### src/rtl/mips_pkg.sv
// Shared MIPS pipeline types and constants for the fetch stage.
package mips_pkg;

  typedef enum logic {
    FETCH = 1'b0,
    HOLD  = 1'b1
  } fetch_state_e;

  localparam logic [31:0] RESET_PC  = 32'h0000_0000;
  localparam logic [31:0] NOP_INSTR = 32'h0000_0000;
  localparam logic [31:0] PC_STEP   = 32'd4;

  function automatic logic [31:0] word_align(input logic [31:0] a);
    return a & ~32'h3;
  endfunction

endpackage

### src/rtl/if_pc_reg.sv
// Program counter register: synchronous reset, redirect load, sequential increment.
module if_pc_reg
  import mips_pkg::*;
#(
  parameter logic [31:0] RESET_PC = mips_pkg::RESET_PC
) (
  input  logic        clk,
  input  logic        rst,
  input  logic        load_en,
  input  logic [31:0] load_addr,
  input  logic        inc_en,
  output logic [31:0] pc
);

  // Load wins over increment; wrap past 32'hFFFF_FFFC is plain modulo-2^32.
  always_ff @(posedge clk) begin
    if (rst)          pc <= RESET_PC;
    else if (load_en) pc <= word_align(load_addr);
    else if (inc_en)  pc <= pc + PC_STEP;
  end

endmodule

### src/rtl/if_fetch_stage.sv
// MIPS IF stage: owns the PC, drives a req/ack imem port and presents {instruction, PC+4}
// to IF/ID, handling wait states, downstream freeze and EXE redirects.
module if_fetch_stage
  import mips_pkg::*;
#(
  parameter logic [31:0] RESET_PC  = mips_pkg::RESET_PC,
  parameter logic [31:0] NOP_INSTR = mips_pkg::NOP_INSTR
) (
  input  logic        clk,
  input  logic        rst,
  input  logic        freeze,
  input  logic        branch_taken,
  input  logic [31:0] branch_addr,
  output logic        imem_req,
  output logic [31:0] imem_addr,
  input  logic        imem_ack,
  input  logic [31:0] imem_rdata,
  output logic [31:0] instruction,
  output logic [31:0] pc_out,
  output logic        instr_valid
);

  fetch_state_e state;
  logic [31:0]  pc, ibuf, redir_addr, load_addr;
  logic         redir_pend, load_en, inc_en;

  if_pc_reg #(.RESET_PC(RESET_PC)) u_pc (
    .clk       (clk),
    .rst       (rst),
    .load_en   (load_en),
    .load_addr (load_addr),
    .inc_en    (inc_en),
    .pc        (pc)
  );

  assign imem_req  = (state == FETCH) && !rst;
  assign imem_addr = pc;
  assign pc_out    = rst ? RESET_PC + PC_STEP : pc + PC_STEP;

  always_comb begin
    load_en     = 1'b0;
    load_addr   = word_align(branch_addr);
    inc_en      = 1'b0;
    instr_valid = 1'b0;
    instruction = NOP_INSTR;
    if (!rst) begin
      case (state)
        FETCH: if (imem_ack) begin
          // A redirect (live or latched while waiting) squashes the returning word.
          if (branch_taken || redir_pend) begin
            load_en   = 1'b1;
            load_addr = branch_taken ? word_align(branch_addr) : redir_addr;
          end else begin
            instr_valid = 1'b1;
            instruction = imem_rdata;
            inc_en      = !freeze;
          end
        end
        HOLD: begin
          instruction = ibuf;
          if (branch_taken) begin
            load_en = 1'b1;
          end else begin
            instr_valid = 1'b1;
            inc_en      = !freeze;
          end
        end
        default: ;
      endcase
    end
  end

  always_ff @(posedge clk) begin
    if (rst) begin
      state      <= FETCH;
      ibuf       <= '0;
      redir_pend <= 1'b0;
      redir_addr <= '0;
    end else begin
      case (state)
        FETCH: begin
          if (imem_ack) begin
            if (branch_taken || redir_pend) begin
              redir_pend <= 1'b0;
            end else if (freeze) begin
              ibuf  <= imem_rdata;
              state <= HOLD;
            end
          end else if (branch_taken) begin
            // Request address stays put; newest redirect overwrites any older one.
            redir_pend <= 1'b1;
            redir_addr <= word_align(branch_addr);
          end
        end
        HOLD: if (branch_taken || !freeze) state <= FETCH;
        default: state <= FETCH;
      endcase
    end
  end

endmodule

### config.mk
export PLATFORM = sky130hd
export DESIGN_NAME = if_fetch_stage
export DESIGN_NICKNAME = d
export VERILOG_FILES = /design/src/rtl/mips_pkg.sv /design/src/rtl/if_pc_reg.sv /design/src/rtl/if_fetch_stage.sv
export SDC_FILE = /design/constraint.sdc
export NUM_CORES = 1
export LEC_CHECK = 0
export ABC_AREA = 1
export CORE_MARGIN = 2
export CORE_UTILIZATION = 51
export CTS_BUF_LIST = sky130_fd_sc_hd__clkbuf_4 sky130_fd_sc_hd__clkbuf_8
export DETAILED_ROUTE_END_ITERATION = 7
export MAX_ROUTING_LAYER = met4
export PLACE_DENSITY_LB_ADDON = 0.12
export SLEW_MARGIN = 10
export SYNTH_ARGS = -nofsm -noshare
export SYNTH_HDL_FRONTEND = slang
export SYNTH_HIERARCHICAL = 1
export SYNTH_SLANG_ARGS = --single-unit
### constraint.sdc
create_clock -name clk -period 2.8 [get_ports clk]
set_input_delay 0.84 -clock clk [delete_from_list [all_inputs] [get_ports clk]]
set_output_delay 0.84 -clock clk [all_outputs]
set_load 0.05 [all_outputs]
After elaboration in Yosys (flattened, before gate mapping)
Cells that the tools add are included. W data, S select, Z words.

Add/subtract/negate cells: 1. Eq/ne operators: 1. Multiplexer cells: 34. Bitwise logic cells: 3. Reduce and logical (&&, ||, !) cells: 11.

Operators with widths (count): $mux W32 (10); $pmux W32 S2 (1); $add A32 B3 Y32 const B (1); $mux W1 (19); $pmux W1 S2 (4); $reduce_and A4 Y1 (1); $reduce_bool A2 Y1 (2); $not A1 Y1 (3); $reduce_and A3 Y1 (1); $logic_not A1 Y1 (2); $logic_or A1 B1 Y1 (2); $ne A2 B1 Y1 const B (1); $reduce_and A2 Y1 (1); $reduce_or A2 Y1 (1); $logic_and A1 B1 Y1 (1).

Register bits after elaboration: 98. Input bits: 69. Output and inout port bits: 98. Word-level logic and storage cells: 56.

Depth between registers and ports, before layout
Depth after elaboration: 7. Gate-level depth with buffers: 12. Gate-level depth less buffers: 12.

Cells and area by module
Netlist, hierarchy kept.

Modules (own cells, without submodules): if_fetch_stage (times used 1, cells an instance 764, area each 4285.4 sq um, sequential area each 1321.3 sq um); if_pc_reg (times used 1, cells an instance 326, area each 2100.8 sq um, sequential area each 600.6 sq um).

Worst setup path after synthesis
OpenSTA, ideal clock, no wires.

Kind: reg2out. From: register u_pc.pc[2]. To: output pc_out[18]. Data arrival time: 2.468 ns. Data required time: 1.960 ns. Setup slack: -0.508 ns. Cell stages (with the launch flop): 9. Buffers on the path: 0. Path through: dfxtp_1 ha_1 nand2_1 nor2_1 and2_2 nand3_1 nand2_1 nand2_1 nor2_1.

Longest elaborated chain between the ends: 2.

RTL lines: start, declared (line if_pc_reg.sv:12) `output logic [31:0] pc`; start signal, assigned (line if_pc_reg.sv:18) `else if (load_en) pc <= word_align(load_addr);`; start signal, assigned (line if_pc_reg.sv:19) `else if (inc_en) pc <= pc + PC_STEP;`; $add A32 B3 Y32 (line if_fetch_stage.sv:38) `assign pc_out = rst ? RESET_PC + PC_STEP : pc + PC_STEP;`; $mux W32 (line if_fetch_stage.sv:38); end, declared (line if_fetch_stage.sv:19) `output logic [31:0] pc_out,`.

Every way passes these cells.

Worst setup path after layout
From: input imem_ack. To: output instruction[16].

Longest elaborated chain between the ends: 3.

RTL lines: start, declared (line if_fetch_stage.sv:16) `input logic imem_ack,`; $mux W32 (line if_fetch_stage.sv:48) `FETCH: if (imem_ack) begin`; $pmux W32 S2 (line if_fetch_stage.sv:47) `case (state)`; $mux W32 (line if_fetch_stage.sv:46) `if (!rst) begin`; end, declared (line if_fetch_stage.sv:18) `output logic [31:0] instruction,`.

Every way passes these cells.

==> report_table.html <==
<table>
<tr><th>Metric</th><th>Value</th></tr>
<tr><th colspan="2">Drt</th></tr>
<tr><td>Total DRC errors in the routed layout</td><td>0</td></tr>
<tr><td>Via density</td><td>between 5 and 6</td></tr>
<tr><td>Starting DRC count in detailed routing</td><td>between 800 and 900</td></tr>
<tr><td>Routed wire per std cell</td><td>between 15 and 20 um</td></tr>
<tr><td>Number of nets with antenna violations after routing</td><td>0</td></tr>
<tr><td>Total via count in the routed design</td><td>7,977</td></tr>
<tr><td>Total iterations of the first detailed-routing run</td><td>5</td></tr>
<tr><td>Total routed wirelength</td><td>23.9 mm</td></tr>
<tr><th colspan="2">Final layout</th></tr>
<tr><td>Share of cells above drive strength 1</td><td>about a quarter</td></tr>
<tr><td>Post-route design area</td><td>0.00986 sq mm</td></tr>
<tr><td>Area of the multi-input gates</td><td>0.00448 sq mm</td></tr>
<tr><td>Ant diodes</td><td>0</td></tr>
<tr><td>Fillcell total</td><td>787</td></tr>
<tr><td>Area used by sequential logic in the layout</td><td>0.00192 sq mm</td></tr>
<tr><td>Area Growth Syn to Fin</td><td>56.1%</td></tr>
<tr><td>Net count, final</td><td>1,342</td></tr>
<tr><th colspan="2">Min path</th></tr>
<tr><td>WHS Endpoint</td><td>redir_addr[3]</td></tr>
<tr><td>Source of the worst hold timing path</td><td>redir_addr[3]</td></tr>
<tr><td>Number of instances on the worst hold path</td><td>2</td></tr>
<tr><td>Tightest Hold Check Type</td><td>reg -&gt; reg</td></tr>
<tr><th colspan="2">Clocking</th></tr>
<tr><td>Clock insertion delay at the later pin of the skew report</td><td>0.38 ns</td></tr>
<tr><td>Maximum buffer depth of the clock tree</td><td>2</td></tr>
<tr><td>Max H-tree Level</td><td>3</td></tr>
<tr><td>CTS root buffer</td><td>sky130_fd_sc_hd__clkbuf_8</td></tr>
<tr><td>CTS sink count</td><td>94</td></tr>
<tr><td>Clock slew at reported path FFs</td><td>about 0.09 ns</td></tr>
<tr><td>Number of clock buffers inserted by TritonCTS</td><td>9</td></tr>
<tr><td>TritonCTS clock tree</td><td>done</td></tr>
<tr><th colspan="2">Worst setup path</th></tr>
<tr><td>Worst Path Required</td><td>1.96 ns</td></tr>
<tr><td>Startpoint type of the worst setup path</td><td>input port</td></tr>
<tr><td>Worst R2R End</td><td>u_pc/pc[6]</td></tr>
<tr><td>Setup slack on the worst flop-to-flop path</td><td>0.51 ns</td></tr>
<tr><td>Worst-path cell with the longest stage delay</td><td>sky130_fd_sc_hd__buf_16</td></tr>
<tr><td>List of cells traversed by the critical path</td><td>buf_8 &gt; inv_4 &gt; nor2_4 &gt; inv_2 &gt; nor2_4 &gt; buf_6 &gt; buf_16 &gt; nand2_4 &gt; a21oi_4 &gt; buf_12</td></tr>
<tr><td>Worst r2r src</td><td>state</td></tr>
<tr><td>Worst path most repeated cell</td><td>sky130_fd_sc_hd__nor2_4</td></tr>
<tr><td>Largest stage delay, worst path</td><td>0.17 ns</td></tr>
<tr><td>Largest fanout of any net on the critical path</td><td>8</td></tr>
<tr><td>Type of destination of the critical path</td><td>output port</td></tr>
<tr><td>R2R depth</td><td>11</td></tr>
<tr><td>Data arrival time of the worst path</td><td>1.96 ns</td></tr>
<tr><td>Critical path start-end classification</td><td>in -&gt; out</td></tr>
<tr><th colspan="2">Timing</th></tr>
<tr><td>Final critical path time including I/O delays and setup</td><td>approximately 2.8 ns</td></tr>
<tr><td>Worst setup skew after layout</td><td>0.00995 ns</td></tr>
<tr><td>Worst slew margin</td><td>40.5%</td></tr>
<tr><td>Share of the clock period used by the worst path</td><td>100%</td></tr>
<tr><td>Maximum operating frequency</td><td>357 MHz</td></tr>
<tr><td>Count of final hold-check violations</td><td>0</td></tr>
<tr><td>Max-slew violation count</td><td>0</td></tr>
<tr><td>Setup slack of the critical path after layout</td><td>-0.00165 ns</td></tr>
<tr><td>Setup repair after global routing missed its margin</td><td>yes</td></tr>
<tr><td>Slew at the pin with the worst max-slew slack</td><td>0.889 ns</td></tr>
<tr><td>Final setup violation count</td><td>1</td></tr>
<tr><th colspan="2">Synthesis</th></tr>
<tr><td>Synthesis warning total</td><td>6</td></tr>
<tr><td>Post-synthesis cell area</td><td>0.00632 sq mm</td></tr>
<tr><td>Mapped Avg Cell Area</td><td>5.84 sq um</td></tr>
<tr><td>Gate count of the mapped netlist</td><td>1,082</td></tr>
<tr><th colspan="2">Die</th></tr>
<tr><td>Die width</td><td>115 um</td></tr>
<tr><td>Die area</td><td>0.0133 sq mm</td></tr>
<tr><td>Ports</td><td>between 150 and 200</td></tr>
<tr><td>DIE HEIGHT</td><td>115 um</td></tr>
<tr><td>Row Count</td><td>40</td></tr>
<tr><td>Effective utilization at floorplan</td><td>52.4%</td></tr>
<tr><td>Core Footprint</td><td>0.0121 sq mm</td></tr>
<tr><th colspan="2">Global route</th></tr>
<tr><td>Sum of overflow across all layers after global routing</td><td>0</td></tr>
<tr><td>Number of global-route vias before repair</td><td>slightly above 7,000</td></tr>
<tr><td>Initial antenna violation count</td><td>0</td></tr>
<tr><td>Global-route wire length before repair</td><td>35.7 mm</td></tr>
<tr><td>Pin count of the biggest net entering global routing</td><td>36</td></tr>
<tr><td>Overall fraction of global-route tracks in use</td><td>a little over a third</td></tr>
<tr><th colspan="2">Power and ir drop</th></tr>
<tr><td>Flop pwr share</td><td>42.7%</td></tr>
<tr><td>Internal power consumption</td><td>2.28 mW</td></tr>
<tr><td>Standby leakage power</td><td>3.83 nW</td></tr>
<tr><td>Switching power as a share of total power</td><td>between 30% and 40%</td></tr>
<tr><td>Share of total power in the clock network</td><td>27.0%</td></tr>
<tr><td>Worst voltage drop across the vdd grid</td><td>0.000418 V</td></tr>
<tr><td>Switching power</td><td>1.21 mW</td></tr>
<tr><td>Combinational group share of total power</td><td>30.3%</td></tr>
<tr><td>Power per cell area</td><td>354 mW/mm^2</td></tr>
<tr><th colspan="2">Status</th></tr>
<tr><td>Violated checks</td><td>setup timing</td></tr>
<tr><td>Outcome</td><td>finished with violations</td></tr>
<tr><th colspan="2">Placement</th></tr>
<tr><td>Placement-stage cell area</td><td>0.00900 sq mm</td></tr>
<tr><td>DP Wirelength</td><td>15.8 mm</td></tr>
<tr><td>PortBufs</td><td>160</td></tr>
<tr><td>Final estimated routing congestion in global placement</td><td>about 1</td></tr>
<tr><td>Setup slack at placement</td><td>-0.364 ns</td></tr>
<tr><th colspan="2">Run</th></tr>
<tr><td>Count of maximum capacitance violations</td><td>0</td></tr>
</table>
worst max path at each step:
| stage | start | to | slack [ns] |
|---|---|---|---|
| CTS | imem_ack | instruction[29] | -0.06 |
| finish | imem_ack | instruction[16] | -0.002 |
| floorplan | rst | instruction[0] | -0.06 |
| detailed placement | imem_ack | instruction[31] | -0.36 |
| global route | rst | imem_req | -0.11 |
| global placement | imem_ack | instruction[0] | -0.32 |
flip-flops by register name, summed over array words and instances, names as in the netlist:
name	count
redir_pend	1
ibuf	32
redir_addr	30
state	1
u_pc/pc	30
through the flow:
stage	cells	util, %	hold slack, ns	power (mW)	TNS (ns)
2_1_floorplan	1083	-	0.450	2.04	-0.164
3_3_place_gp	1414	74.6	0.461	2.44	-9.12
3_5_place_dp	1414	74.6	0.469	2.46	-11.55
4_1_cts	1438	79.2	0.490	3.44	-0.628
5_1_grt	1442	81.8	0.509	3.63	-0.553
6_report	1442	81.8	0.486	3.49	-0.00165
cells in the final DEF (no fill, tap or decap), drive strengths merged, types with 4 or more instances in the layout:
cell and instances:
nand2 309, nor2 227, buf 137, inv 101, o21ai 95, dfxtp 94, clkdlybuf4s50 93, a21oi 89
nand3 51, a22oi 20, or2 13, clkbuf 11, xor2 7, a31oi 5, xnor2 4, and2 4
metal layers:
| layer | global-route usage [%] | part of all wire (%) | vias up |
|---|---|---|---|
| met5 | - | 0 | - |
| met4 | 16.5 | 5.5 | 0 |
| met3 | 7.70 | 8.2 | 107 |
| met2 | 54.2 | 47 | 461 |
| met1 | 43.8 | 40 | 3622 |
| li1 | - | - | 3787 |
layout make-up:
class / instances / share of cell area (%)
clock inverters: 3 / 0.469
clock buffers: 11 / 1.47
inverters: 101 / 3.87
repair buffers: 230 / 27.2
multi-input cells: 835 / 45.4
flip-flops and latches: 94 / 19.5
well taps: 168 / 2.13
power groups by stage:
stage	clock (mW)	sequential, mW	combinational (mW)
after floorplan	0	1.59	0.450
after global placement	0	1.52	0.924
after detailed placement	0	1.52	0.939
after CTS	0.957	1.49	0.998
after global routing	1.01	1.50	1.12
final	0.942	1.49	1.06
worst max-delay path: cells and delay by family:
kind | cells | cell delay [ns]
simple gates | 3 | 0.31
buf+inv | 6 | 0.65
compound gates | 1 | 0.16
repair_timing:
item,CTS,global route
gates cloned,3,0
hold endpoints to repair,0,0
resized for setup,74,73
pin swaps,21,20
setup buffers,7,7
endpoints found under the setup margin,44,58
hold buffers,0,0
Note: power is estimated with default switching activity, not from simulation.
